[src/rtl/inv_mix_columns_seq.sv]
// Sequential AES InvMixColumns: one column per cycle through a single shared column datapath.
// Optional build macro INV_MIX_COLUMNS_SEQ_ADDKEY_EN folds AddRoundKey into the input capture.
module inv_mix_columns_seq (
    input  logic         clk_i,
    input  logic         reset_i,
    input  logic         in_valid_i,
    output logic         in_ready_o,
    input  logic [127:0] state_i,
    input  logic [127:0] key_i,
    output logic         out_valid_o,
    input  logic         out_ready_i,
    output logic [127:0] state_o,
    output logic         busy_o
);

    typedef enum logic [1:0] {StIdle, StCalc, StDone} fsm_e;

    fsm_e         r_fsm;
    logic [1:0]   r_cnt;
    logic [127:0] r_work;

    logic [127:0] w_capture;
    logic [31:0]  w_col_in;
    logic [31:0]  w_col_out;
    logic [127:0] w_work_next;

    function automatic logic [7:0] xtime(input logic [7:0] b);
        return {b[6:0], 1'b0} ^ (b[7] ? 8'h1b : 8'h00);
    endfunction

    // Each coefficient is built from the x2/x4/x8 doubling chain of the same byte.
    function automatic logic [31:0] inv_col(input logic [31:0] col);
        logic [7:0] a   [4];
        logic [7:0] m9  [4];
        logic [7:0] mb  [4];
        logic [7:0] md  [4];
        logic [7:0] me  [4];
        logic [7:0] x2, x4, x8;
        logic [31:0] res;
        for (int r = 0; r < 4; r++) begin
            a[r]  = col[31-8*r -: 8];
            x2    = xtime(a[r]);
            x4    = xtime(x2);
            x8    = xtime(x4);
            m9[r] = x8 ^ a[r];
            mb[r] = x8 ^ x2 ^ a[r];
            md[r] = x8 ^ x4 ^ a[r];
            me[r] = x8 ^ x4 ^ x2;
        end
        for (int r = 0; r < 4; r++) begin
            res[31-8*r -: 8] = me[r] ^ mb[(r+1)%4] ^ md[(r+2)%4] ^ m9[(r+3)%4];
        end
        return res;
    endfunction

`ifdef INV_MIX_COLUMNS_SEQ_ADDKEY_EN
    assign w_capture = state_i ^ key_i;
`else
    logic w_unused_key;
    assign w_unused_key = ^key_i;
    assign w_capture    = state_i;
`endif

    always_comb begin
        w_col_in = r_work[127:96];
        unique case (r_cnt)
            2'd0: w_col_in = r_work[127:96];
            2'd1: w_col_in = r_work[95:64];
            2'd2: w_col_in = r_work[63:32];
            2'd3: w_col_in = r_work[31:0];
        endcase
    end

    assign w_col_out = inv_col(w_col_in);

    always_comb begin
        w_work_next = r_work;
        unique case (r_cnt)
            2'd0: w_work_next[127:96] = w_col_out;
            2'd1: w_work_next[95:64]  = w_col_out;
            2'd2: w_work_next[63:32]  = w_col_out;
            2'd3: w_work_next[31:0]   = w_col_out;
        endcase
    end

    always_ff @(posedge clk_i or posedge reset_i) begin
        if (reset_i) begin
            r_fsm  <= StIdle;
            r_cnt  <= 2'd0;
            r_work <= '0;
        end else begin
            unique case (r_fsm)
                StIdle: begin
                    if (in_valid_i) begin
                        r_work <= w_capture;
                        r_cnt  <= 2'd0;
                        r_fsm  <= StCalc;
                    end
                end
                StCalc: begin
                    r_work <= w_work_next;
                    r_cnt  <= r_cnt + 2'd1;
                    if (r_cnt == 2'd3) begin
                        r_fsm <= StDone;
                    end
                end
                StDone: begin
                    if (out_ready_i) begin
                        r_fsm <= StIdle;
                    end
                end
                default: r_fsm <= StIdle;
            endcase
        end
    end

    assign in_ready_o  = (r_fsm == StIdle);
    assign out_valid_o = (r_fsm == StDone);
    assign busy_o      = (r_fsm != StIdle);
    assign state_o     = out_valid_o ? r_work : 128'd0;

endmodule
[config.mk]
export PLATFORM = sky130hd
export DESIGN_NAME = inv_mix_columns_seq
export DESIGN_NICKNAME = d
export VERILOG_FILES = /design/src/rtl/inv_mix_columns_seq.sv
export SDC_FILE = /design/constraint.sdc
export NUM_CORES = 1
export LEC_CHECK = 0
export CAP_MARGIN = 20
export CORE_ASPECT_RATIO = 0.5
export CORE_MARGIN = 8
export CORE_UTILIZATION = 43
export CTS_CLUSTER_SIZE = 12
export DETAILED_ROUTE_END_ITERATION = 12
export MAX_ROUTING_LAYER = met4
export PLACE_DENSITY_LB_ADDON = 0.15
export SLEW_MARGIN = 10
export SYNTH_ARGS = -nofsm -noshare
export SYNTH_HDL_FRONTEND = slang
export SYNTH_SLANG_ARGS = --single-unit
[constraint.sdc]
create_clock -name clk_i -period 11.65 [get_ports clk_i]
set_clock_uncertainty 0.15 [all_clocks]
set_input_delay 3.495 -clock clk_i [delete_from_list [all_inputs] [get_ports clk_i]]
set_output_delay 3.495 -clock clk_i [all_outputs]
set_load 0.02 [all_outputs]
Yosys cells after proc, flatten, opt, wreduce, memory -nomap -nowiden
Index checks and enable logic that the tools add are counted.
{"block": "word_totals", "mem_bits_ro": 0, "mem_count": 0, "ram_bits": 0, "latchBits": 0, "ff_bits": 132, "word_cells": 102}
{"block": "op_classes", "multipliers": 0, "div": 0, "n_eq_ne": 11, "n_reduce_logical": 10, "n_mux": 26, "n_shift": 0, "n_addsub": 1, "magnitude_cmp": 0, "bitwise": 48}
{"op": "8-bit bitwise XOR", "count": 36}
{"op": "128-bit two-way mux", "count": 2}
{"op": "128-bit one-hot mux with 2 select lines", "count": 1}
{"op": "32-bit two-way mux", "count": 4}
{"op": "32-bit one-hot mux with 4 select lines", "count": 1}
{"op": "8-bit by 5-bit bitwise XOR with 8-bit output", "count": 12}
{"op": "5-bit two-way mux", "count": 12}
{"op": "3-bit AND reduction", "count": 5}
{"op": "2-bit != test, second input constant", "count": 5}
{"op": "2-bit two-way mux", "count": 4}
{"op": "2-bit equality test, second input constant", "count": 3}
{"op": "2-bit one-hot mux with 3 select lines", "count": 1}
{"op": "2-bit by 1-bit equality test with 1-bit output, second input constant", "count": 2}
{"op": "2-bit logical NOT", "count": 2}
{"op": "2-bit one-hot mux with 2 select lines", "count": 1}
{"op": "2-bit nonzero test", "count": 2}
{"op": "2-bit by 1-bit adder with 2-bit output, second input constant", "count": 1}
{"op": "2-bit by 1-bit != test with 1-bit output, second input constant", "count": 1}
{"op": "2-bit AND reduction", "count": 1}

Logic depth before layout (Yosys ltp)
{"block": "logic_depth", "depth_word": 15, "ltp_mapped": 14, "depth_no_buf": 10}

Worst setup path before layout
No wires, ideal clock.
{"block": "synth_timing", "kind": "reg2out", "startpoint": "register r_fsm[0]", "endpoint": "output port state_o[103]", "arrival_time_ns": 1.395, "t_required_ns": 8.005, "setup_slack_ns": 6.610, "path_stages_with_launch": 7, "path_cell_list": "dfrtp_1 -> clkinv_1 -> nand2_1 -> inv_1 -> clkbuf_1 -> clkbuf_1 -> and2_1"}
{"block": "synth_between", "elab_chain_cells": 2}
{"item": "start, declared", "line": "18", "text": "fsm_e r_fsm;"}
{"item": "start signal, assigned", "line": "88", "text": "r_fsm <= StIdle;"}
{"item": "start signal, assigned", "line": "97", "text": "r_fsm <= StCalc;"}
{"item": "start signal, assigned", "line": "104", "text": "r_fsm <= StDone;"}
{"item": "2-bit equality test", "line": "118", "text": "assign out_valid_o = (r_fsm == StDone);"}
{"item": "128-bit two-way mux", "line": "120", "text": "assign state_o = out_valid_o ? r_work : 128'd0;"}
{"item": "end, declared", "line": "12", "text": "output logic [127:0] state_o,"}
Every way passes these cells.

Final worst setup path
{"block": "layout_timing", "startpoint": "register r_fsm[1]", "endpoint": "output port state_o[12]"}
The elaborated chain is that of the path after synthesis.

==> run metrics <==
Rows 39; met3 GRT Util under 10%; CP Depth 6; Max clock buf depth 2; n_diodes 0; Max FO, Critical Path ~110; vias per inst 5.64; Worst setup SP type flop; most frequent CP cell buf_4; RSZ-0062 raised after global routing false; YS warnings 0; ys async rst share 100%; # DRC 0; Routed WL ~39000 µm; gate count after technology mapping about 1200; Routed Antenna Nets 0; largest net degree at the start of global routing 109; Nets roughly 1700; Post-DP HPWL 29500 µm; critical path class flop to output pin; CTS Buf Count 17; CTS sink cnt between 100 and 150; Avg Cell Area, Syn 8.48 µm²; top post-synthesis cells by area dfrtp_1, xnor2_1, and2_1, nor2_1, xor2_1; Synth Cell Area approximately 10000 µm²; leading area contributor after synthesis dfrtp_1; core area ~23000 µm²; clock root buffer master clkbuf_16; Global Route Usage Sum 27.3%; Setup crit start r_fsm[1]$_DFFE_PP0P_; Critical Path Max Stage Delay approximately 0.79 ns; R2R cell count 10; grt met2 use around two fifths; Final Cycle Share about three fifths; FF-to-FF End r_work[89]$_DFFE_PP0P_; critical path arrival around 3.3 ns; worst hold start r_work[85]$_DFFE_PP0P_; Reg clk slew, reported paths 0.07 ns; r2r setup slk 6.80 ns; Max-slew headroom 20.3%; grt peak-use layer met2; Ports 391; area grow syn2layout 35.0%; Die Height 124 µm; crit-path cells nand2_1 > buf_4 > inv_2 > buf_4 > and2_1 > clkdlybuf4s50_1; Die W 232 µm; Fmax roughly 0.14 GHz; top_reg_cell synth dfrtp_1; Post-CTS Setup Bufs 0; drt initial violations 988; Die Area between 20000 and 30000 µm²; number of flops mapped to enable cells by yosys 0; first-pass GRT wire length around 59000 µm; Worst Path Buf+Inv 4; slowest CP cell dfrtp_1; sequential cell area fraction in the yosys report 32.8%; Critical path destination state_o[12]; TNS Setup 0 ns; GR Util met1 about two fifths; final setup violation count 0; Initial Util 44.0%; vias in the first global route slightly below 10000; # Max-Cap Violations 0; Crit path required time 8.01 ns; fin crit period between 6 and 7 ns; CP top delay family buffers and inverters; Overflow after GRT 0; worst hold path type flop to flop; Synth Register Bits 132; hold buffer count at cts 0; Worst Tran Pin Value approximately 1.2 ns; Vias 9704; Yosys cell types between 40 and 50; wire per inst ~23 µm; Final Hold Fails 0; layout cell share with drive strength beyond 1 5.17%; clock insertion delay at the later pin of the skew report between 0.4 and 0.5 ns; post-CTS resize count 0; GP Congestion 0.977; r2r startpoint r_cnt[0]$_DFFE_PP0P_; H-Tree Depth 4; Post-Synthesis Net Count ~1500; fin. max-slew vios 0; CTS tree built; Pre-Repair DR Iteration Count 6; IO buf count 262; status finished, final reports clean; number of antenna violations at the first check in global routing 0; Yosys top cell area share 32.8%; critical path capture point type output pin
[cell type report]
cell class / instances / area (µm²)
clock buffers: 18 / 429
repair buffers: 286 / 2850
fillers: 2070 / 9310
flip-flops and latches: 132 / 3300
clock inverters: 13 / 170
multi-input cells: 936 / 6340
inverters: 28 / 108
well taps: 307 / 384
[cell usage after synthesis (3+ instances only)]
cell	count
buf_1	5
mux2i_1	27
a222oi_1	32
buf_2	12
clkbuf_1	71
o21ai_0	54
a221oi_1	10
nand2_1	121
a21oi_1	81
ha_1	4
and2_1	107
nor2_1	167
inv_1	26
dfrtp_1	132
o22ai_1	12
nand2b_1	3
xnor2_1	135
a31oi_1	47
a22oi_1	4
o31ai_1	12
a21o_1	4
xnor3_1	23
xor2_1	67
xor3_1	3
[worst min-delay path by stage]
stage                                        end  cells after the start
after CTS                 r_work[85]$_DFFE_PP0P_                      2
after global routing      r_work[58]$_DFFE_PP0P_                      2
after floorplan           r_work[57]$_DFFE_PP0P_                      2
after detailed placement  r_work[85]$_DFFE_PP0P_                      2
after global placement    r_work[85]$_DFFE_PP0P_                      2
final                     r_work[85]$_DFFE_PP0P_                      2
[routing by layer]
metal | share of wire [%] | wire length (µm) | vias up
met1 | 47 | 18300 | 4753
met3 | 8.2 | 3200 | 45
met5 | 0 | 0 | -
met4 | 1.5 | 607 | 0
met2 | 44 | 17100 | 464
li1 | - | - | 4442
[state kept, by name, indices dropped and copies added (netlist names)]
register	flops
r_work	128
r_cnt	2
r_fsm	2
[placed cells by master (no fill, tap or decap), types with 21 or more instances in the layout]
cell / netlist / final
dfrtp_1: 132 / 132
nor2_1: 167 / 166
a21oi_1: 81 / 77
nand2_1: 121 / 121
clkdlybuf4s50_1: 0 / 262
xor2_1: 67 / 67
inv_1: 26 / 24
xnor2_1: 135 / 135
xnor3_1: 23 / 23
a222oi_1: 32 / 32
a31oi_1: 47 / 47
mux2i_1: 27 / 27
buf_4: 0 / 21
and2_1: 107 / 107
o21ai_0: 54 / 54
[through the flow]
stage          worst slack [ns]  hold WS, ns  instances  utilization, %  instance area [µm²]
2_1_floorplan              4.48        0.311       1186               -                10100
3_3_place_gp               5.14        0.332       1686            56.4                12900
3_5_place_dp               5.10        0.336       1687            56.5                12900
4_1_cts                    4.63        0.350       1718            59.1                13500
5_1_grt                    4.43        0.385       1720            59.3                13600
6_report                   4.66        0.348       1720            59.3                13600
[cells by family after synthesis]
family / synth area share [%]
muxes: 2.80
adders and majority gates: 0.497
DFF: 32.8
buffers and inverters: 4.74
xor gates and xnor gates: 23.8
and+or+nand+nor: 18.0
AOI/OAI and AO/OA: 17.3
[worst min-delay path, cell delays in order (launching register included)]
cell	delay [ns]
dfrtp_1	0.35
nand2_1	0.05
o21ai_0	0.06
Power is not shown: default switching activity piles up to over one toggle a cycle in this logic, so the estimate is an artifact.
